`config.mk`:
```
export PLATFORM = sky130hd
export DESIGN_NAME = keccak_theta_seq
export DESIGN_NICKNAME = d
export VERILOG_FILES = /design/src/rtl/keccak_theta_seq.sv
export SDC_FILE = /design/constraint.sdc
export NUM_CORES = 2
export LEC_CHECK = 0
export CAP_MARGIN = 40
export CORE_ASPECT_RATIO = 1.5
export CORE_MARGIN = 4
export CORE_UTILIZATION = 40
export DETAILED_ROUTE_END_ITERATION = 8
export PLACE_DENSITY = 0.63
export REMOVE_ABC_BUFFERS = 1
export SYNTH_ARGS = -nofsm -noshare
export SYNTH_HDL_FRONTEND = slang
export SYNTH_SLANG_ARGS = --single-unit
```
`constraint.sdc`:
```
create_clock -name clk_i -period 13.9 [get_ports clk_i]
set_clock_uncertainty 0.1 [all_clocks]
set_input_delay 2.78 -clock clk_i [delete_from_list [all_inputs] [get_ports clk_i]]
set_output_delay 2.78 -clock clk_i [all_outputs]
set_load 0.1 [all_outputs]
```
`src/rtl/keccak_theta_seq.sv`:
```
// keccak_theta_seq -- sequential Keccak-f[1600] theta stage.
//
// Accepts the 25 lanes of a state in ascending index order (i = x + 5*y). Each
// 64-bit lane arrives as a high/low 32-bit pair. One cycle then computes the
// five column parities and registers the theta D-terms. The 25 theta-mixed
// lanes are then streamed out, one per valid/ready handshake, together with
// their lane index.
//
// Optional feature macro: KECCAK_THETA_RHO_OFF_EN adds rot_off_o, which is the
// rho rotation offset for the lane currently presented on the output.
//
// Ports:
//   clk_i        clock, rising edge
//   rst_ni       asynchronous active-low reset
//   in_valid_i   input lane valid
//   in_ready_o   block accepts an input lane (LOAD only)
//   in_high_i    lane bits [63:32]
//   in_low_i     lane bits [31:0]
//   out_valid_o  output lane valid (DRAIN only)
//   out_ready_i  downstream accepts the output lane
//   out_high_o   theta result bits [63:32], 0 when not valid
//   out_low_o    theta result bits [31:0], 0 when not valid
//   out_idx_o    lane index 0..24, 0 when not valid
//   busy_o       high in CALC or DRAIN
//   rot_off_o    rho offset for out_idx_o, 0 when not valid (macro only)
module keccak_theta_seq (
  input  logic        clk_i,
  input  logic        rst_ni,
  input  logic        in_valid_i,
  output logic        in_ready_o,
  input  logic [31:0] in_high_i,
  input  logic [31:0] in_low_i,
  output logic        out_valid_o,
  input  logic        out_ready_i,
  output logic [31:0] out_high_o,
  output logic [31:0] out_low_o,
  output logic [4:0]  out_idx_o,
  output logic        busy_o
`ifdef KECCAK_THETA_RHO_OFF_EN
  ,
  output logic [5:0]  rot_off_o
`endif
);

  typedef enum logic [1:0] {
    LOAD  = 2'd0,
    CALC  = 2'd1,
    DRAIN = 2'd2
  } state_t;

  state_t      state, state_nxt;
  logic [4:0]  cnt;
  // col tracks cnt mod 5 so the D-term lookup needs no divider
  logic [2:0]  col;
  logic [63:0] lane_buf [0:24];
  logic [63:0] d_term   [0:4];
  logic [63:0] d_nxt    [0:4];
  logic [63:0] col_par  [0:4];
  logic        in_hs, out_hs;
  logic [63:0] lane_out;

  function automatic logic [63:0] rol1(input logic [63:0] v);
    rol1 = {v[62:0], v[63]};
  endfunction

  assign in_hs  = in_valid_i & in_ready_o;
  assign out_hs = out_valid_o & out_ready_i;

  always_ff @(posedge clk_i or negedge rst_ni) begin
    if (!rst_ni) begin
      state <= LOAD;
    end else begin
      state <= state_nxt;
    end
  end

  always_comb begin
    state_nxt   = state;
    in_ready_o  = 1'b0;
    out_valid_o = 1'b0;
    case (state)
      LOAD: begin
        in_ready_o = 1'b1;
        if (in_valid_i && cnt == 5'd24) state_nxt = CALC;
      end
      CALC: begin
        state_nxt = DRAIN;
      end
      DRAIN: begin
        out_valid_o = 1'b1;
        if (out_ready_i && cnt == 5'd24) state_nxt = LOAD;
      end
      default: begin
        state_nxt = LOAD;
      end
    endcase
  end

  assign busy_o = (state != LOAD);

  always_ff @(posedge clk_i or negedge rst_ni) begin
    if (!rst_ni) begin
      cnt <= '0;
      col <= '0;
    end else if (in_hs || out_hs) begin
      if (cnt == 5'd24) begin
        cnt <= '0;
        col <= '0;
      end else begin
        cnt <= cnt + 5'd1;
        col <= (col == 3'd4) ? 3'd0 : col + 3'd1;
      end
    end
  end

  // Lane storage is not reset; every entry is rewritten before it is read.
  always_ff @(posedge clk_i) begin
    if (in_hs) lane_buf[cnt] <= {in_high_i, in_low_i};
  end

  always_comb begin
    for (int unsigned x = 0; x < 5; x++) begin
      col_par[x] = '0;
      for (int unsigned y = 0; y < 5; y++) begin
        col_par[x] = col_par[x] ^ lane_buf[x + 5 * y];
      end
    end
    for (int unsigned x = 0; x < 5; x++) begin
      d_nxt[x] = col_par[(x + 4) % 5] ^ rol1(col_par[(x + 1) % 5]);
    end
  end

  always_ff @(posedge clk_i or negedge rst_ni) begin
    if (!rst_ni) begin
      for (int unsigned x = 0; x < 5; x++) d_term[x] <= '0;
    end else if (state == CALC) begin
      for (int unsigned x = 0; x < 5; x++) d_term[x] <= d_nxt[x];
    end
  end

  assign lane_out   = lane_buf[cnt] ^ d_term[col];
  assign out_high_o = out_valid_o ? lane_out[63:32] : '0;
  assign out_low_o  = out_valid_o ? lane_out[31:0]  : '0;
  assign out_idx_o  = out_valid_o ? cnt : '0;

`ifdef KECCAK_THETA_RHO_OFF_EN
  logic [5:0] rho_off;

  always_comb begin
    rho_off = '0;
    case (cnt)
      5'd0:  rho_off = 6'd0;
      5'd1:  rho_off = 6'd1;
      5'd2:  rho_off = 6'd62;
      5'd3:  rho_off = 6'd28;
      5'd4:  rho_off = 6'd27;
      5'd5:  rho_off = 6'd36;
      5'd6:  rho_off = 6'd44;
      5'd7:  rho_off = 6'd6;
      5'd8:  rho_off = 6'd55;
      5'd9:  rho_off = 6'd20;
      5'd10: rho_off = 6'd3;
      5'd11: rho_off = 6'd10;
      5'd12: rho_off = 6'd43;
      5'd13: rho_off = 6'd25;
      5'd14: rho_off = 6'd39;
      5'd15: rho_off = 6'd41;
      5'd16: rho_off = 6'd45;
      5'd17: rho_off = 6'd15;
      5'd18: rho_off = 6'd21;
      5'd19: rho_off = 6'd8;
      5'd20: rho_off = 6'd18;
      5'd21: rho_off = 6'd2;
      5'd22: rho_off = 6'd61;
      5'd23: rho_off = 6'd56;
      5'd24: rho_off = 6'd14;
      default: rho_off = '0;
    endcase
  end

  assign rot_off_o = out_valid_o ? rho_off : '0;
`endif

endmodule

```
==> flow_results.xml <==
<?xml version="1.0" encoding="UTF-8"?>
<metrics>
  <group name="status">
    <metric name="status" unit="">finished clean</metric>
  </group>
  <group name="grt">
    <metric name="number_of_global_route_vias_before_repair" unit="">65670</metric>
    <metric name="grtUsageTotal" unit="%">23.85</metric>
    <metric name="antenna_violations_before_repair" unit="">32</metric>
    <metric name="overflow" unit="">0</metric>
    <metric name="grt_first_pass_wirelength" unit="mm">477.8</metric>
    <metric name="grt_start_max_net_pins" unit="">140</metric>
  </group>
  <group name="timing">
    <metric name="final_min_period_over_clock_period" unit="%">66.71</metric>
    <metric name="timing.hold.ws" unit="ns">0.3761</metric>
    <metric name="final_count_of_hold_timing_violations" unit="">0</metric>
    <metric name="fin_ws" unit="ns">4.627</metric>
    <metric name="tns" unit="ns">0</metric>
    <metric name="maxSlewViolCount" unit="">0</metric>
    <metric name="maxClockFrequency" unit="MHz">107.8</metric>
    <metric name="unrepaired_setup_endpoints_after_global_routing" unit="">no</metric>
    <metric name="report.final.setup_viol" unit="">0</metric>
    <metric name="finalWorstPathRequiredPeriod" unit="ns">9.273</metric>
    <metric name="slew_headroom" unit="%">23.43</metric>
    <metric name="worstMarginPinSlew" unit="ns">1.149</metric>
  </group>
  <group name="critical_path">
    <metric name="path_class" unit="">flip-flop to output port</metric>
    <metric name="critPathLaunchType" unit="">flip-flop</metric>
    <metric name="r2r_slack" unit="ns">9.13</metric>
    <metric name="worst_ep_required_time" unit="ns">11.02</metric>
    <metric name="worst_ep_arrival_time" unit="ns">6.39</metric>
    <metric name="critPathMaxFanout" unit="">139</metric>
    <metric name="endpoint_kind" unit="">output port</metric>
  </group>
  <group name="logic_synthesis">
    <metric name="average_footprint_of_a_synthesized_cell" unit="um2">14.77</metric>
    <metric name="area_share_of_the_largest_cell_type_after_synthesis" unit="%">56.90</metric>
    <metric name="yosys-top-cells-area" unit="">edfxtp_1 57%, xnor2_1 11%, mux2i_1 9.8%, dfrtp_1 7.6%, a22oi_1 3.2%</metric>
    <metric name="synth-seq-area-share" unit="%">64.54</metric>
    <metric name="dominantRegCellSynth" unit="">edfxtp_1</metric>
    <metric name="synth.ff_latch_count" unit="">2378</metric>
    <metric name="postSynthCellCount" unit="">7319</metric>
    <metric name="synth.largest_area_cell" unit="">edfxtp_1</metric>
    <metric name="ys_warn_count" unit="">0</metric>
    <metric name="synth_enable_flop_cells" unit="">2048</metric>
    <metric name="netlist_area" unit="um2">108100</metric>
    <metric name="asyncSetResetFlopFracSynth" unit="%">13.88</metric>
    <metric name="synth_cell_type_count" unit="">41</metric>
  </group>
  <group name="clock_tree">
    <metric name="clock_latency_at_the_later_pin_of_the_worst_skew_pair" unit="ns">0.90</metric>
    <metric name="postCtsHoldBufs" unit="">0</metric>
    <metric name="cts.path.max_buffers" unit="">4</metric>
    <metric name="postCtsSetupBuffers" unit="">0</metric>
    <metric name="tritoncts_clock_tree" unit="">yes</metric>
    <metric name="cts.root.buffer_cell" unit="">clkbuf_16</metric>
    <metric name="cts.htree.levels" unit="">4</metric>
    <metric name="cts-buffers-inserted" unit="">216</metric>
    <metric name="cts-resized-gates" unit="">0</metric>
    <metric name="path_clk_slew" unit="ns">0.07</metric>
    <metric name="clock-sinks" unit="">2378</metric>
  </group>
  <group name="detailed_routing">
    <metric name="total_length_of_routed_wires" unit="mm">340.4</metric>
    <metric name="detail_route.drc_violations" unit="">0</metric>
    <metric name="dr.pass1.iters" unit="">6</metric>
    <metric name="dr_total_vias" unit="">64270</metric>
    <metric name="avgRoutedWirePerCell" unit="um">30.05</metric>
    <metric name="avgViaCountPerCell" unit="">5.672</metric>
    <metric name="drt_first_iter_violations" unit="">7015</metric>
    <metric name="antenna_violating_nets_post_route" unit="">0</metric>
  </group>
  <group name="die">
    <metric name="dieArea" unit="um2">278700</metric>
    <metric name="effective_utilization_at_floorplan" unit="%">40.21</metric>
    <metric name="num_rows" unit="">233</metric>
    <metric name="pin_count" unit="">140</metric>
    <metric name="dieHeight" unit="um">644.6</metric>
    <metric name="dieWidth" unit="um">432.4</metric>
    <metric name="design.core.area" unit="um2">268800</metric>
  </group>
  <group name="layout">
    <metric name="finalNetCount" unit="">7690</metric>
    <metric name="drive_above_1_share" unit="%">9.746</metric>
    <metric name="layout-area-overhead-vs-synth" unit="%">14.31</metric>
    <metric name="finalNonFillerCells" unit="">11330</metric>
    <metric name="final_area" unit="um2">123500</metric>
    <metric name="final_util" unit="%">45.96</metric>
  </group>
  <group name="power">
    <metric name="report.power.total" unit="mW">23.78</metric>
    <metric name="power.ir.vdd_worst" unit="V">0.0002581</metric>
    <metric name="power_leakage" unit="nW">41.86</metric>
    <metric name="cell_pwr_density" unit="nW/um2">192.5</metric>
  </group>
  <group name="place">
    <metric name="dp_hpwl" unit="mm">200.6</metric>
    <metric name="place.detailed.instances" unit="">10920</metric>
    <metric name="setup_slack_placement" unit="ns">5.679</metric>
    <metric name="port-buffer-count" unit="">139</metric>
    <metric name="placement.cell_area" unit="um2">116500</metric>
    <metric name="place_congestion" unit="">0.8324</metric>
  </group>
  <group name="worst_hold_path">
    <metric name="hold_path_class" unit="">flip-flop to flip-flop</metric>
  </group>
  <group name="run">
    <metric name="cap_viol_max_count" unit="">0</metric>
  </group>
</metrics>
==> final timing paths <==
| path | startpoint | end | cells after the start |
|---|---|---|---|
| setup / recovery | cnt[0] | out_high_o[16] | 11 |
| hold / removal | d_term[278] | d_term[278] | 2 |
| setup reg to reg | cnt[1] | lane_buf[25][54] | 8 |
| hold reg to reg | d_term[278] | d_term[278] | 2 |
| max in group asynchronous | rst_ni | d_term[221] | 3 |
| min in group asynchronous | rst_ni | d_term[205] | 1 |
==> cell type report <==
class / instances / area, um2
Inverter: 7 / 26.28
Clock buffer: 303 / 6063
Fill cell: 23540 / 145300
Antenna cell: 17 / 42.54
Clock inverter: 87 / 884.6
Multi-Input combinational cell: 4560 / 36640
Tap cell: 3525 / 4410
Timing Repair Buffer: 453 / 5692
Sequential cell: 2378 / 69780
==> routing by layer <==
| layer | vias to the layer above | part of all wire (%) | GRT usage [%] |
|---|---|---|---|
| met3 | 788 | 6.8 | 3.406 |
| li1 | 27770 | - | - |
| met2 | 2778 | 51 | 42.00 |
| met5 | - | 0.028 | 0 |
| met4 | 14 | 4.8 | 10.80 |
| met1 | 32920 | 37 | 28.92 |
==> worst max-delay path, cell delays in order (launching register included) <==
cell	delay, ns
dfrtp_4	0.75
buf_4	0.73
nor2b_4	0.32
buf_12	0.75
buf_4	0.64
a22oi_1	0.18
and3_1	0.22
a31oi_1	0.18
nand3_1	0.10
a21oi_1	0.55
clkdlybuf4s50_1	0.64
buf_8	0.20
==> cells in the final DEF (no fill, tap or decap), types with 12 or more instances in the layout <==
| cell type | count |
|---|---|
| buf_16 | 40 |
| nor2_4 | 24 |
| buf_8 | 110 |
| clkdlybuf4s50_1 | 137 |
| nor4_2 | 24 |
| xnor2_1 | 1316 |
| diode_2 | 17 |
| nand3_1 | 71 |
| buf_12 | 25 |
| o21ai_0 | 327 |
| o22ai_1 | 65 |
| buf_4 | 137 |
| clkinv_1 | 26 |
| a21o_1 | 26 |
| a22o_1 | 13 |
| edfxtp_1 | 2048 |
| mux2i_1 | 1058 |
| bufinv_16 | 17 |
| nor3_2 | 12 |
| clkinv_2 | 32 |
| clkbuf_1 | 55 |
| dfrtp_1 | 325 |
| a31oi_1 | 52 |
| xor2_1 | 320 |
| mux4_2 | 48 |
| and3_1 | 52 |
| clkbuf_8 | 31 |
| clkbuf_16 | 217 |
| a21oi_1 | 188 |
| a221oi_1 | 12 |
| a22oi_1 | 464 |
| nand2_1 | 341 |
| nor2_1 | 108 |
==> sequential cells by signal (all words and copies together), names as in the netlist <==
name	flops
lane_buf	2048
state	2
col	3
cnt	5
d_term	320
==> synthesized netlist by cell type, types with 2 or more instances <==
cell type / count
mux2i_1: 1058
nor3_1: 14
a21oi_1: 188
buf_6: 36
clkbuf_1: 170
nand3_1: 71
a31oi_1: 52
a221oi_1: 12
a22o_1: 13
xnor2_1: 1316
dfrtp_1: 330
a21o_1: 26
nand2b_1: 5
nor2_1: 131
buf_2: 85
xor2_1: 320
and2_1: 7
nand2_1: 343
ha_1: 6
nor2b_1: 4
buf_8: 2
nor4_2: 24
nand4_1: 2
mux4_2: 48
o21ai_0: 327
inv_1: 7
or2_2: 2
buf_1: 35
edfxtp_1: 2048
and3_1: 52
a22oi_1: 464
buf_4: 45
a31o_2: 2
o22ai_1: 65
nor3b_1: 3
==> kinds of logic after synthesis <==
family | share of synthesized area [%]
AO/OA/AOI/OAI | 6.692
XOR/XNOR | 13.26
adder cells (fa/ha/maj) | 0.06946
buffers and inverters | 1.852
flip-flops | 64.54
multiplexers | 10.81
AND/OR/NAND/NOR | 2.775
==> report_power, final <==
group	internal (mW)	total (mW)	switching, mW
clock network	3.35	6.01	2.66
registers	8.14	8.46	0.318
logic	3.33	9.31	5.98
total	14.8	23.8	8.96
Note: power is estimated with default switching activity, not from simulation.
